--- src/rtl/full_subtractor_serial.sv ---
// Serial subtractor: computes a - b - borrow_in over WIDTH/DIGIT cycles, LSB slice first.
// Results, done and busy are registered; done pulses in the same cycle d/borrow_out/overflow update.
module full_subtractor_serial #(
    parameter int unsigned WIDTH = 8,
    parameter int unsigned DIGIT = 1
) (
    input  logic             clk,
    input  logic             rst,
    input  logic             start,
    input  logic [WIDTH-1:0] a,
    input  logic [WIDTH-1:0] b,
    input  logic             borrow_in,
    output logic             busy,
    output logic             done,
    output logic [WIDTH-1:0] d,
    output logic             borrow_out,
    output logic             overflow
);

    localparam int unsigned STEPS = WIDTH / DIGIT;
    localparam int unsigned CW    = $clog2(STEPS) + 1;

    localparam logic [1:0] IDLE = 2'd0;
    localparam logic [1:0] RUN  = 2'd1;
    localparam logic [1:0] DONE = 2'd2;

    logic [1:0]       state;
    logic [1:0]       next_state;
    logic [WIDTH-1:0] a_r;
    logic [WIDTH-1:0] b_r;
    logic [WIDTH-1:0] acc;
    logic             a_msb;
    logic             b_msb;
    logic             borrow_r;
    logic [CW-1:0]    cnt;
    logic [DIGIT-1:0] slice_d;
    logic             slice_bo;
    logic             last_step;

    assign last_step = (cnt == CW'(STEPS - 1));

    always_ff @(posedge clk or posedge rst) begin
        if (rst) begin
            state <= IDLE;
        end else begin
            state <= next_state;
        end
    end

    always_comb begin
        next_state = state;
        case (state)
            IDLE:    if (start) next_state = RUN;
            RUN:     if (last_step) next_state = DONE;
            DONE:    next_state = IDLE;
            default: next_state = IDLE;
        endcase
    end

    // Ripple full-subtractor chain across one DIGIT-bit slice.
    always_comb begin : slice_calc
        logic bi;
        slice_d = '0;
        bi      = borrow_r;
        for (int i = 0; i < int'(DIGIT); i++) begin
            slice_d[i] = a_r[i] ^ b_r[i] ^ bi;
            bi         = (~a_r[i] & b_r[i]) | (~(a_r[i] ^ b_r[i]) & bi);
        end
        slice_bo = bi;
    end

    // Operands shift right as slices are consumed; difference slices enter acc from the top.
    always_ff @(posedge clk or posedge rst) begin
        if (rst) begin
            a_r        <= '0;
            b_r        <= '0;
            acc        <= '0;
            a_msb      <= 1'b0;
            b_msb      <= 1'b0;
            borrow_r   <= 1'b0;
            cnt        <= '0;
            d          <= '0;
            borrow_out <= 1'b0;
            overflow   <= 1'b0;
            busy       <= 1'b0;
            done       <= 1'b0;
        end else begin
            busy <= (state == RUN);
            done <= (state == DONE);
            case (state)
                IDLE: begin
                    if (start) begin
                        a_r      <= a;
                        b_r      <= b;
                        a_msb    <= a[WIDTH-1];
                        b_msb    <= b[WIDTH-1];
                        borrow_r <= borrow_in;
                        acc      <= '0;
                        cnt      <= '0;
                    end
                end
                RUN: begin
                    a_r      <= a_r >> DIGIT;
                    b_r      <= b_r >> DIGIT;
                    borrow_r <= slice_bo;
                    acc      <= (acc >> DIGIT) | (WIDTH'(slice_d) << (WIDTH - DIGIT));
                    cnt      <= cnt + CW'(1);
                end
                DONE: begin
                    d          <= acc;
                    borrow_out <= borrow_r;
                    overflow   <= (a_msb != b_msb) && (acc[WIDTH-1] != a_msb);
                end
                default: ;
            endcase
        end
    end

endmodule

--- config.mk ---
export PLATFORM = sky130hd
export DESIGN_NAME = full_subtractor_serial
export DESIGN_NICKNAME = d
export VERILOG_FILES = /design/src/rtl/full_subtractor_serial.sv
export SDC_FILE = /design/constraint.sdc
export NUM_CORES = 1
export LEC_CHECK = 0
export ABC_AREA = 1
export CELL_PAD_IN_SITES_DETAIL_PLACEMENT = 1
export CELL_PAD_IN_SITES_GLOBAL_PLACEMENT = 1
export CORE_AREA = 2 2 62 88
export DETAILED_ROUTE_END_ITERATION = 6
export DIE_AREA = 0 0 64 90
export GPL_ROUTABILITY_DRIVEN = 0
export PLACE_DENSITY = 0.83
export SYNTH_ARGS = -nofsm -noshare
export SYNTH_HDL_FRONTEND = slang
export SYNTH_SLANG_ARGS = --single-unit
export TNS_END_PERCENT = 1
--- constraint.sdc ---
create_clock -name clk -period 1.7 [get_ports clk]
set_input_delay 0.34 -clock clk [delete_from_list [all_inputs] [get_ports clk]]
set_output_delay 0.34 -clock clk [all_outputs]
set_load 0.01 [all_outputs]
After elaboration in Yosys (flattened, before gate mapping):

Cells that the tools add are included.

* $add $sub $neg: 1
* eq/ne operators: 7
* mux-type cells: 13
* bitwise operators: 8
* reductions and logical operators: 6

Operators by type and width (number)
* $pmux 8 s2: 3
* $mux 8: 3
* $or 7x8->8: 1
* $pmux 4 s2: 1
* $reduce_and 2->1: 3
* $add 4x1->4 const B: 1
* $eq 4x3->1 const B: 1
* $mux 2: 2
* $mux 4: 1
* $ne 2x2->1 const B: 2
* $pmux 2 s2: 1
* $and 1x1->1: 2
* $eq 2x1->1 const B: 1
* $eq 2x2->1 const B: 1
* $logic_not 2->1: 1
* $ne 1x1->1: 2
* $not 1->1: 2
* $pmux 1 s2: 1
* $reduce_bool 2->1: 1
* $xor 1x1->1: 2
* $logic_and 1x1->1: 1
* $mux 1: 1
* $or 1x1->1: 1

* register bits after elaboration: 45
* bits of input ports: 20
* output and inout bits: 12
* logic and storage cells: 48

Logic depth before layout (Yosys ltp):

Gate-level depths: netlist (run 1).

* word-level depth: 5
* depth in mapped cells: 7
* depth with buffers taken out: 6

Worst setup path before layout (run 1):

OpenSTA, ideal clock, no wires.

* path type: register to register
* start point: reg state[1]
* end point: reg a_r[1]
* setup time: 0.125 ns
* data arrival time: 0.999 ns
* data required time: 1.575 ns
* setup slack: 0.576 ns
* cell stages (with the launch flop): 7
* path buffers: 2
* period minus slack after synthesis: 1.124 ns
* cells stage by stage: dfrtp_1 > inv_1 > o21ai_1 > buf_4 > buf_6 > nand2_1 > nand3_1

* cells in the longest elaborated chain, start to end: 3
* elaborated cells on any way between the ends: 6
* classes of those cells: eq/ne (2); mux (1); reduce/logical (3)

Ends and longest elaborated chain
* start, declared: RTL line 27 `logic [1:0] state;`
* start signal, assigned: RTL line 46 `state <= next_state;`
* $eq 2x1->1 or $logic_not 2->1 (tied branches): RTL line 90 `case (state)`
* $reduce_bool 2->1 (no source line) or $ne 2x2->1 (tied branches)
* $reduce_and 2->1 (no source line)
* end signal, assigned: RTL line 103 `a_r <= a_r >> DIGIT;`
* end, declared: RTL line 29 `logic [WIDTH-1:0] a_r;`

Several ways; a longest one is shown, not always the timed one.
A chain may end at the register's enable or synchronous reset.

Worst setup path in the final report (run 1):

* start point: reg d[0]
* end point: out d[0]

RTL lines
* start, declared: RTL line 15 `output logic [WIDTH-1:0] d,`
* start signal, assigned: RTL line 82 `d <= '0;`
* start signal, assigned: RTL line 110 `d <= acc;`

No word-level cell between the ends.

==> results.sh, run 1 <==
export IMPL_run_status="complete, no violations"
export IMPL_cts_buffers=5
export IMPL_cts_resized=0
export IMPL_first_iter_violations=55
export IMPL_wl_per_cell_um=12.9
export IMPL_die_h_um=90
export IMPL_grt_pass1_wl_um=7300
export IMPL_synthArstFlopShare_pct=100
export IMPL_critical_path_class="register to primary output"
export IMPL_first_pass_iters=4
export IMPL_synth_most_common_cell="nand2_1"
export IMPL_die_width_um=64
export IMPL_ctsHtreeMaxLevel=2
export IMPL_cts_tree="built"
export IMPL_internal_power_w=0.00259
export IMPL_drc=0
export IMPL_syn_to_final_growth_pct=28.4
export IMPL_fin_crit_sh_pct=90.1
export IMPL_antenna_found_initial=0
export IMPL_synthesis_nets=232
export IMPL_ys_top_cells_by_count="nand2_1 (77), dfrtp_1 (45), nand3_1 (32), o21ai_0 (19), inv_1 (16)"
export IMPL_syn_inst=210
export IMPL_worst_slew_pin_slew_ps=320
export IMPL_relSlewSlack_pct=78.7
export IMPL_overflow=0
export IMPL_clkPwrFrac_pct=19.4
export IMPL_syn_area_per_cell_um2=8.93
export IMPL_vias_per_cell=4.79
export IMPL_crit_chain="clkdlybuf4s50_1"
export IMPL_nFillCells=578
export IMPL_cp_slowest_cell="clkdlybuf4s50_1"
export IMPL_coreArea_mm2=0.00500
export IMPL_wl_um=4050
export IMPL_core_rowCount=31
export IMPL_num_vias=1504
export IMPL_antenna_left=0
export IMPL_clockBufferDepth=2
export IMPL_p_switching_w=0.00141
export IMPL_pwr_density_cell_mw_per_mm2=1660
export IMPL_grtUsageTotal_pct=15.8
export IMPL_path_clk_slew_ps=80
export IMPL_diodes=0
export IMPL_drv_slew=0
export IMPL_synth_edf_count=0
export IMPL_drv_cap=0
export IMPL_synth_top_area_cell="dfrtp_1"
export IMPL_ys_seq_area_share_pct=60.0
export IMPL_cts_sinks=45
export IMPL_port_buffers=31
export IMPL_end_kind="primary output"
export IMPL_cp_depth=1
export IMPL_power_leakage_nw=1.16
export IMPL_post_cts_setup_buffers=0
export IMPL_slowest_delay_ps=540
export IMPL_grt_pass1_vias=1578
export IMPL_fmax_mhz=653
export IMPL_final_nets=270
export IMPL_critPathRequiredTime_ps=1360
export IMPL_die_area_mm2=0.00576
export IMPL_grt_max_degree=46
export IMPL_synth_top_area_share_pct=60.0
export IMPL_clk_insertion_delay_late_ps=290
export IMPL_cp_arrival_ps=1190
export IMPL_drive_gt1_share_pct=8.06
export IMPL_crit_fanout=2
export IMPL_r2r_cells=6
export IMPL_switching_share_pct=35.2
export IMPL_syn_area_mm2=0.00188
export IMPL_period_needed_ps=1530
export IMPL_rsz0062_at_grt="no"
export IMPL_ios=32
export IMPL_hpwl_um=2840
export IMPL_power_w=0.00400
export IMPL_share_seq_of_total_power_pct=44.5
export IMPL_ys_ff_latch=45
export IMPL_ys_warn_count=0
export IMPL_synthDistinctLibCells=20
export IMPL_finClkSkew_ps=6.46
export IMPL_holdCritPathClass="input pin to asynchronous set/reset pin"
export IMPL_cp_buffers_inverters=1
export IMPL_finalSetupTns_ps=0
export IMPL_finalHoldViolCount=0
export IMPL_ir_drop_v=0.000562
export IMPL_critical_path_top_delay_family="buffers and inverters"
export IMPL_pwr_share_comb_pct=36.1
export IMPL_cts_root_buf="clkbuf_8"
export IMPL_holdBufCountCts=0
export IMPL_synth_area_leaders="dfrtp_1 (60%), nand2_1 (15%), nand3_1 (8.5%)"
export IMPL_synthFlopType="dfrtp_1"
export IMPL_start_kind="register"
export IMPL_setup_violations=0
export IMPL_start_util_pct=37.5
power by group through the flow:
| stage | Sequential (W) | Clock (W) | Combinational, W |
|---|---|---|---|
| 3_3_place_gp | 0.00177 | 0 | 0.00139 |
| 4_1_cts | 0.00178 | 0.000799 | 0.00148 |
| 2_1_floorplan | 0.00179 | 0 | 0.000844 |
| 3_5_place_dp | 0.00179 | 0 | 0.00147 |
| 6_report | 0.00178 | 0.000775 | 0.00144 |
| 5_1_grt | 0.00184 | 0.000830 | 0.00167 |
worst register-to-register path, stage by stage (launching register included):
cell and delay [ps]:
dfrtp_1 410, inv_1 200, o21ai_1 100, buf_4 180, buf_4 180, nand2_1 60, nand3_1 60
cell families (layout without fill, tap and decap cells):
| logic type | after synthesis | after routing | synth area share [%] |
|---|---|---|---|
| and+or+nand+nor | 116 | 116 | 26.4 |
| DFF | 45 | 45 | 60.0 |
| buffers and inverters | 26 | 64 | 6.20 |
| AOI/OAI and AO/OA | 21 | 21 | 5.60 |
| adders and majority gates | 2 | 2 | 1.73 |
final cells by class:
| class | instances | area, um^2 | area share [%] |
|---|---|---|---|
| Timing Repair Buffer | 39 | 395 | 16.4 |
| Clock buffer | 5 | 68.8 | 2.86 |
| Inverter | 18 | 67.6 | 2.81 |
| Clock inverter | 2 | 35.0 | 1.45 |
| Sequential cell | 45 | 1130 | 46.8 |
| Tap cell | 66 | 82.6 | 3.43 |
| Multi-Input combinational cell | 139 | 633 | 26.3 |
registers in the layout, summed over array words and instances, names as in the netlist, 2 cells and up:
name   count
b_r        8
a_r        8
d          8
cnt        4
acc        8
state      2
metal layers:
layer	GRT usage (%)	share of wire [%]	vias up
li1	-	-	737
met1	20.4	44	734
met2	26.6	51	27
met3	2.63	2.7	6
met4	5.43	1.6	0
met5	0	0	-
metrics by stage:
stage | instance area [um^2] | hold WS (ps) | utilization (%) | std cells | setup slack (ps)
floorplan | 1880 | 449 | - | 210 | 301
global placement | 2300 | 454 | 46.1 | 307 | 200
detailed placement | 2300 | 471 | 46.1 | 307 | 171
CTS | 2410 | 393 | 48.1 | 314 | 140
global route | 2410 | 431 | 48.1 | 314 | 103
finish | 2410 | 384 | 48.1 | 314 | 169
final timing paths:
kind                          start        to  slack [ps]
setup / recovery               d[0]      d[0]         170
hold / removal                  rst      d[5]         380
setup reg to reg           state[1]    b_r[4]         410
hold reg to reg            overflow  overflow         490
max in group asynchronous       rst    a_r[1]        1100
min in group clk           overflow  overflow         490
placed cells by master, fill, tap and decap left out:
| cell type | count |
|---|---|
| buf_12 | 2 |
| buf_4 | 6 |
| bufinv_16 | 1 |
| clkbuf_8 | 5 |
| clkdlybuf4s50_1 | 31 |
| clkinv_1 | 1 |
| clkinv_2 | 1 |
| dfrtp_1 | 45 |
| fa_1 | 1 |
| ha_1 | 1 |
| inv_1 | 15 |
| inv_2 | 2 |
| nand2_1 | 77 |
| nand2_2 | 1 |
| nand3_1 | 32 |
| nand3b_1 | 1 |
| nand4_1 | 1 |
| nor2_1 | 1 |
| nor2_4 | 1 |
| nor3_1 | 1 |
| o21ai_0 | 19 |
| o21ai_1 | 2 |
| or2_2 | 1 |
Note: power is estimated with default switching activity, not from simulation.
==> run 2, diff against run 1 <==
SETUP_SLACK_MARGIN = 0.3   (was default)
==> run 2 against run 1 <==
Compared with the run above:
- combinational power about the same
- highest routed layer unchanged
- maximum frequency increased by 0.77%
- critical endpoint is now d[7]
- clock power about the same
==> results.sh, run 2 (synthesis gave the netlist of run 1 again) <==
export IMPL_diodes=0
export IMPL_cts_buffers=5
export IMPL_placed_cell_area_mm2=0.00230
export IMPL_start_kind="register"
export IMPL_vias_per_cell=4.79
export IMPL_crit_chain="clkdlybuf4s50_1"
export IMPL_syn_to_final_growth_pct=28.5
export IMPL_coreArea_mm2=0.00500
export IMPL_drive_gt1_share_pct=8.06
export IMPL_wl_met1_um=1800
export IMPL_rsz0062_at_grt="yes"
export IMPL_ios=32
export IMPL_final_common_cell="nand2_1"
export IMPL_path_clk_slew_ps=80
export IMPL_holdCritPathClass="input pin to asynchronous set/reset pin"
export IMPL_grtUsageTotal_pct=15.8
export IMPL_first_pass_iters=4
export IMPL_slowest_delay_ps=530
export IMPL_critical_path_class="register to primary output"
export IMPL_final_util_pct=48.2
export IMPL_power_leakage_nw=1.18
export IMPL_cp_slowest_cell="clkdlybuf4s50_1"
export IMPL_ctsHtreeMaxLevel=2
export IMPL_drc=0
export IMPL_run_status="complete, no violations"
export IMPL_finalSetupTns_ps=0
export IMPL_wl_um=4060
export IMPL_fin_area_mm2=0.00241
export IMPL_worst_slew_pin_slew_ps=320
export IMPL_rrSetupSlack_ps=410
export IMPL_drv_cap=0
export IMPL_first_iter_violations=55
export IMPL_crit_fanout=2
export IMPL_setup_violations=0
export IMPL_cp_buffers_inverters=1
export IMPL_port_buffers=31
export IMPL_wl_per_cell_um=12.9
export IMPL_die_h_um=90
export IMPL_crit_reg2reg_launch="state[1]"
export IMPL_wl_met2_um=2080
export IMPL_post_cts_setup_buffers=0
export IMPL_clk_insertion_delay_late_ps=290
export IMPL_r2r_cells=6
export IMPL_core_rowCount=31
export IMPL_cp_arrival_ps=1180
export IMPL_relSlewSlack_pct=78.7
export IMPL_fmax_mhz=658
export IMPL_dp_slack_ps=171
export IMPL_finalHoldViolCount=0
export IMPL_cts_sinks=45
export IMPL_place_inst=307
export IMPL_grt_max_degree=46
export IMPL_end_kind="primary output"
export IMPL_mostFrequentLayoutCells="nand2_1 (77), dfrtp_1 (45), nand3_1 (32)"
export IMPL_start_util_pct=37.5
export IMPL_finClkSkew_ps=6.46
export IMPL_final_nets=270
export IMPL_grt_pass1_wl_um=7300
export IMPL_hpwl_um=2840
export IMPL_cts_tree="built"
export IMPL_r2r_end="b_r[4]"
export IMPL_met3_length_um=112
export IMPL_grt_pass1_vias=1578
export IMPL_fin_ws_ps=180
export IMPL_overflow=0
export IMPL_pwr_density_cell_mw_per_mm2=1650
export IMPL_antenna_left=0
export IMPL_top_layer="met4"
export IMPL_clockBufferDepth=2
export IMPL_fin_crit_sh_pct=89.4
export IMPL_critical_path_top_delay_family="buffers and inverters"
export IMPL_antenna_found_initial=0
export IMPL_die_width_um=64
export IMPL_drv_slew=0
export IMPL_cts_root_buf="clkbuf_8"
export IMPL_layout_cells_non_filler=314
export IMPL_critPathRequiredTime_ps=1360
export IMPL_die_area_mm2=0.00576
export IMPL_ir_drop_v=0.000562
export IMPL_period_needed_ps=1520
export IMPL_num_vias=1504
==> run 2: layout make-up <==
class	count	area, um^2
fillers	580	2590
clock inverters	2	35.0
flip-flops and latches	45	1130
repair buffers	39	397
inverters	18	67.6
multi-input cells	139	633
clock buffers	5	68.8
well taps	66	82.6
==> run 2: power breakdown <==
group	internal [W]	switching, W	leakage [nW]
registers	0.00150	0.000273	0.556
logic	0.000650	0.000786	0.566
clock network	0.000427	0.000348	0.0540
total	0.00258	0.00141	1.18
==> run 2: through the flow <==
step / power (W) / hold slack [ps]
CTS: 0.00405 / 393
detailed placement: 0.00326 / 471
floorplan: 0.00263 / 449
global route: 0.00432 / 431
global placement: 0.00317 / 454
finish: 0.00399 / 384
==> run 2: worst register-to-register path: cells and delay by family, from the launching register on <==
kind / cells / cell delay (ps)
buf+inv: 3 / 560
flops: 1 / 410
simple gates: 2 / 120
compound gates: 1 / 100
==> run 2: timing repair <==
item / 4_1_cts / 5_1_grt
cloned: 0 / 0
setup endpoints to repair: 12 / 13
hold buffers: 0 / 0
resized for setup: 1 / 1
==> run 2: worst max path at each step <==
| stage | startpoint | to | slack (ps) | cells past startpoint |
|---|---|---|---|---|
| finish | d[7] | d[7] | 180 | 1 |
| CTS | overflow | overflow | 150 | 1 |
| global placement | start | a_msb | 200 | 6 |
| global route | d[3] | d[3] | 130 | 1 |
| detailed placement | start | a_msb | 170 | 6 |
| floorplan | rst | a_msb | 300 | 1 |
==> run 2: layer usage <==
layer / vias to the layer above / track usage [%]
li1: 737 / -
met1: 734 / 20.4
met2: 27 / 26.6
met3: 6 / 2.63
met4: 0 / 5.43
met5: - / 0
==> run 3, diff against run 2 <==
CELL_PAD_IN_SITES_DETAIL_PLACEMENT = default   (was 1)
CELL_PAD_IN_SITES_GLOBAL_PLACEMENT = default   (was 1)
CORE_AREA = 2 2 61 87   (was 2 2 62 88)
DIE_AREA = 0 0 63 89   (was 0 0 64 90)
PLACE_DENSITY = 0.68   (was 0.83)
==> run 3 against run 2 <==
Compared with the run above:
- cell count fell by 0.32%
- highest routed layer unchanged
- worst hold slack got worse by 5.6 ps
- largest cell class unchanged
- final area is 0.73% lower
- critical endpoint is now d[5]
==> results.sh, run 3 (synthesis gave the netlist of run 1 again) <==
export IMPL_run_status="complete, no violations"
export IMPL_wl_um=3430
export IMPL_ctsHtreeMaxLevel=2
export IMPL_fin_crit_sh_pct=89.6
export IMPL_grt_pass1_vias=1400
export IMPL_placed_cell_area_mm2=0.00229
export IMPL_post_cts_setup_buffers=0
export IMPL_first_pass_iters=4
export IMPL_ir_drop_v=0.000671
export IMPL_critPathRequiredTime_ps=1360
export IMPL_drv_slew=0
export IMPL_antenna_left=0
export IMPL_final_nets=270
export IMPL_grt_pass1_wl_um=6160
export IMPL_ios=32
export IMPL_coreArea_mm2=0.00477
export IMPL_cp_arrival_ps=1180
export IMPL_drv_cap=0
export IMPL_end_kind="primary output"
export IMPL_drive_gt1_share_pct=8.43
export IMPL_holdCritPathClass="input pin to asynchronous set/reset pin"
export IMPL_port_buffers=31
export IMPL_die_area_mm2=0.00561
export IMPL_cp_buffers_inverters=1
export IMPL_cp_slowest_cell="clkdlybuf4s50_1"
export IMPL_clk_insertion_delay_late_ps=290
export IMPL_grtUsageTotal_pct=13.9
export IMPL_finClkSkew_ps=4.97
export IMPL_grt_max_degree=46
export IMPL_num_vias=1442
export IMPL_power_w=0.00384
export IMPL_overflow=0
export IMPL_cts_sinks=45
export IMPL_critical_path_top_delay_family="buffers and inverters"
export IMPL_slowest_delay_ps=540
export IMPL_mostFrequentLayoutCells="nand2_1 (77), dfrtp_1 (45), nand3_1 (32)"
export IMPL_crit_fanout=2
export IMPL_final_util_pct=50.2
export IMPL_fin_area_mm2=0.00239
export IMPL_power_leakage_nw=1.17
export IMPL_crit_chain="clkdlybuf4s50_1"
export IMPL_rsz0062_at_grt="yes"
export IMPL_period_needed_ps=1520
export IMPL_worst_slew_pin_slew_ps=311
export IMPL_finalSetupTns_ps=0
export IMPL_die_h_um=89
export IMPL_syn_to_final_growth_pct=27.6
export IMPL_cts_buffers=5
export IMPL_pwr_density_cell_mw_per_mm2=1600
export IMPL_critical_path_class="register to primary output"
export IMPL_wl_per_cell_um=11.0
export IMPL_setup_violations=0
export IMPL_first_iter_violations=33
export IMPL_hpwl_um=2480
export IMPL_drc=0
export IMPL_start_util_pct=39.3
export IMPL_final_common_cell="nand2_1"
export IMPL_clockBufferDepth=2
export IMPL_antenna_found_initial=0
export IMPL_multi_input_area_um2=633
export IMPL_die_width_um=63
export IMPL_cts_root_buf="clkbuf_8"
export IMPL_cts_tree="built"
export IMPL_vias_per_cell=4.61
export IMPL_diodes=0
export IMPL_area_sequential_mm2=0.00113
export IMPL_finalHoldViolCount=0
export IMPL_start_kind="register"
export IMPL_nFillCells=475
export IMPL_core_rowCount=30
export IMPL_fmax_mhz=657
export IMPL_relSlewSlack_pct=79.2
export IMPL_path_clk_slew_ps=80
==> run 3: cell types whose count changed in the layout (fill, tap and decap cells not counted), sizes merged <==
cell    change
clkbuf      +2
bufinv      -1
==> run 3: what timing repair did <==
item / 4_1_cts / 5_1_grt
hold buffers: 0 / 0
gates resized for setup: 1 / 1
endpoints found under the setup margin: 12 / 11
pin swaps: 0 / 0
==> run 3: cell type report <==
cell class                 instances  share of cell area (%)
sequential                        45                    47.1
multi-input combinational        139                    26.5
timing repair buffer              39                    16.1
clock buffer                       7                    4.03
tap                               64                    3.35
inverter                          18                    2.82
clock inverter                     1                   0.209
==> run 3: worst paths after layout <==
path                            startpoint    endpoint  slack (ps)  depth (start not counted)
worst min-delay path                   rst        busy         380                          3
worst min register to register        d[0]        d[0]         470                          2
worst max-delay path                  d[5]        d[5]         180                          1
min in group clk                      d[0]        d[0]         470                          2
worst max register to register    state[0]      acc[3]         450                          4
max in group asynchronous              rst  borrow_out        1110                          3
==> run 3: report_power, final <==
part / leakage [nW] / internal [W] / switching [W]
Combinational: 0.562 / 0.000625 / 0.000738
Sequential: 0.556 / 0.00150 / 0.000261
Clock: 0.0542 / 0.000367 / 0.000342
==> run 3: metal layers <==
| layer | GRT usage, % | up-vias | wire length [um] |
|---|---|---|---|
| li1 | - | 742 | - |
| met1 | 16.4 | 663 | 1610 |
| met2 | 25.0 | 32 | 1630 |
| met3 | 3.65 | 5 | 139 |
| met4 | 4.24 | 0 | 46 |
| met5 | 0 | - | 0 |
==> run 3: metrics by stage <==
stage	worst slack [ps]	hold slack (ps)	instances
global route	132	431	313
finish	177	379	313
detailed placement	208	459	305
floorplan	301	449	210
CTS	151	390	313
global placement	258	454	305
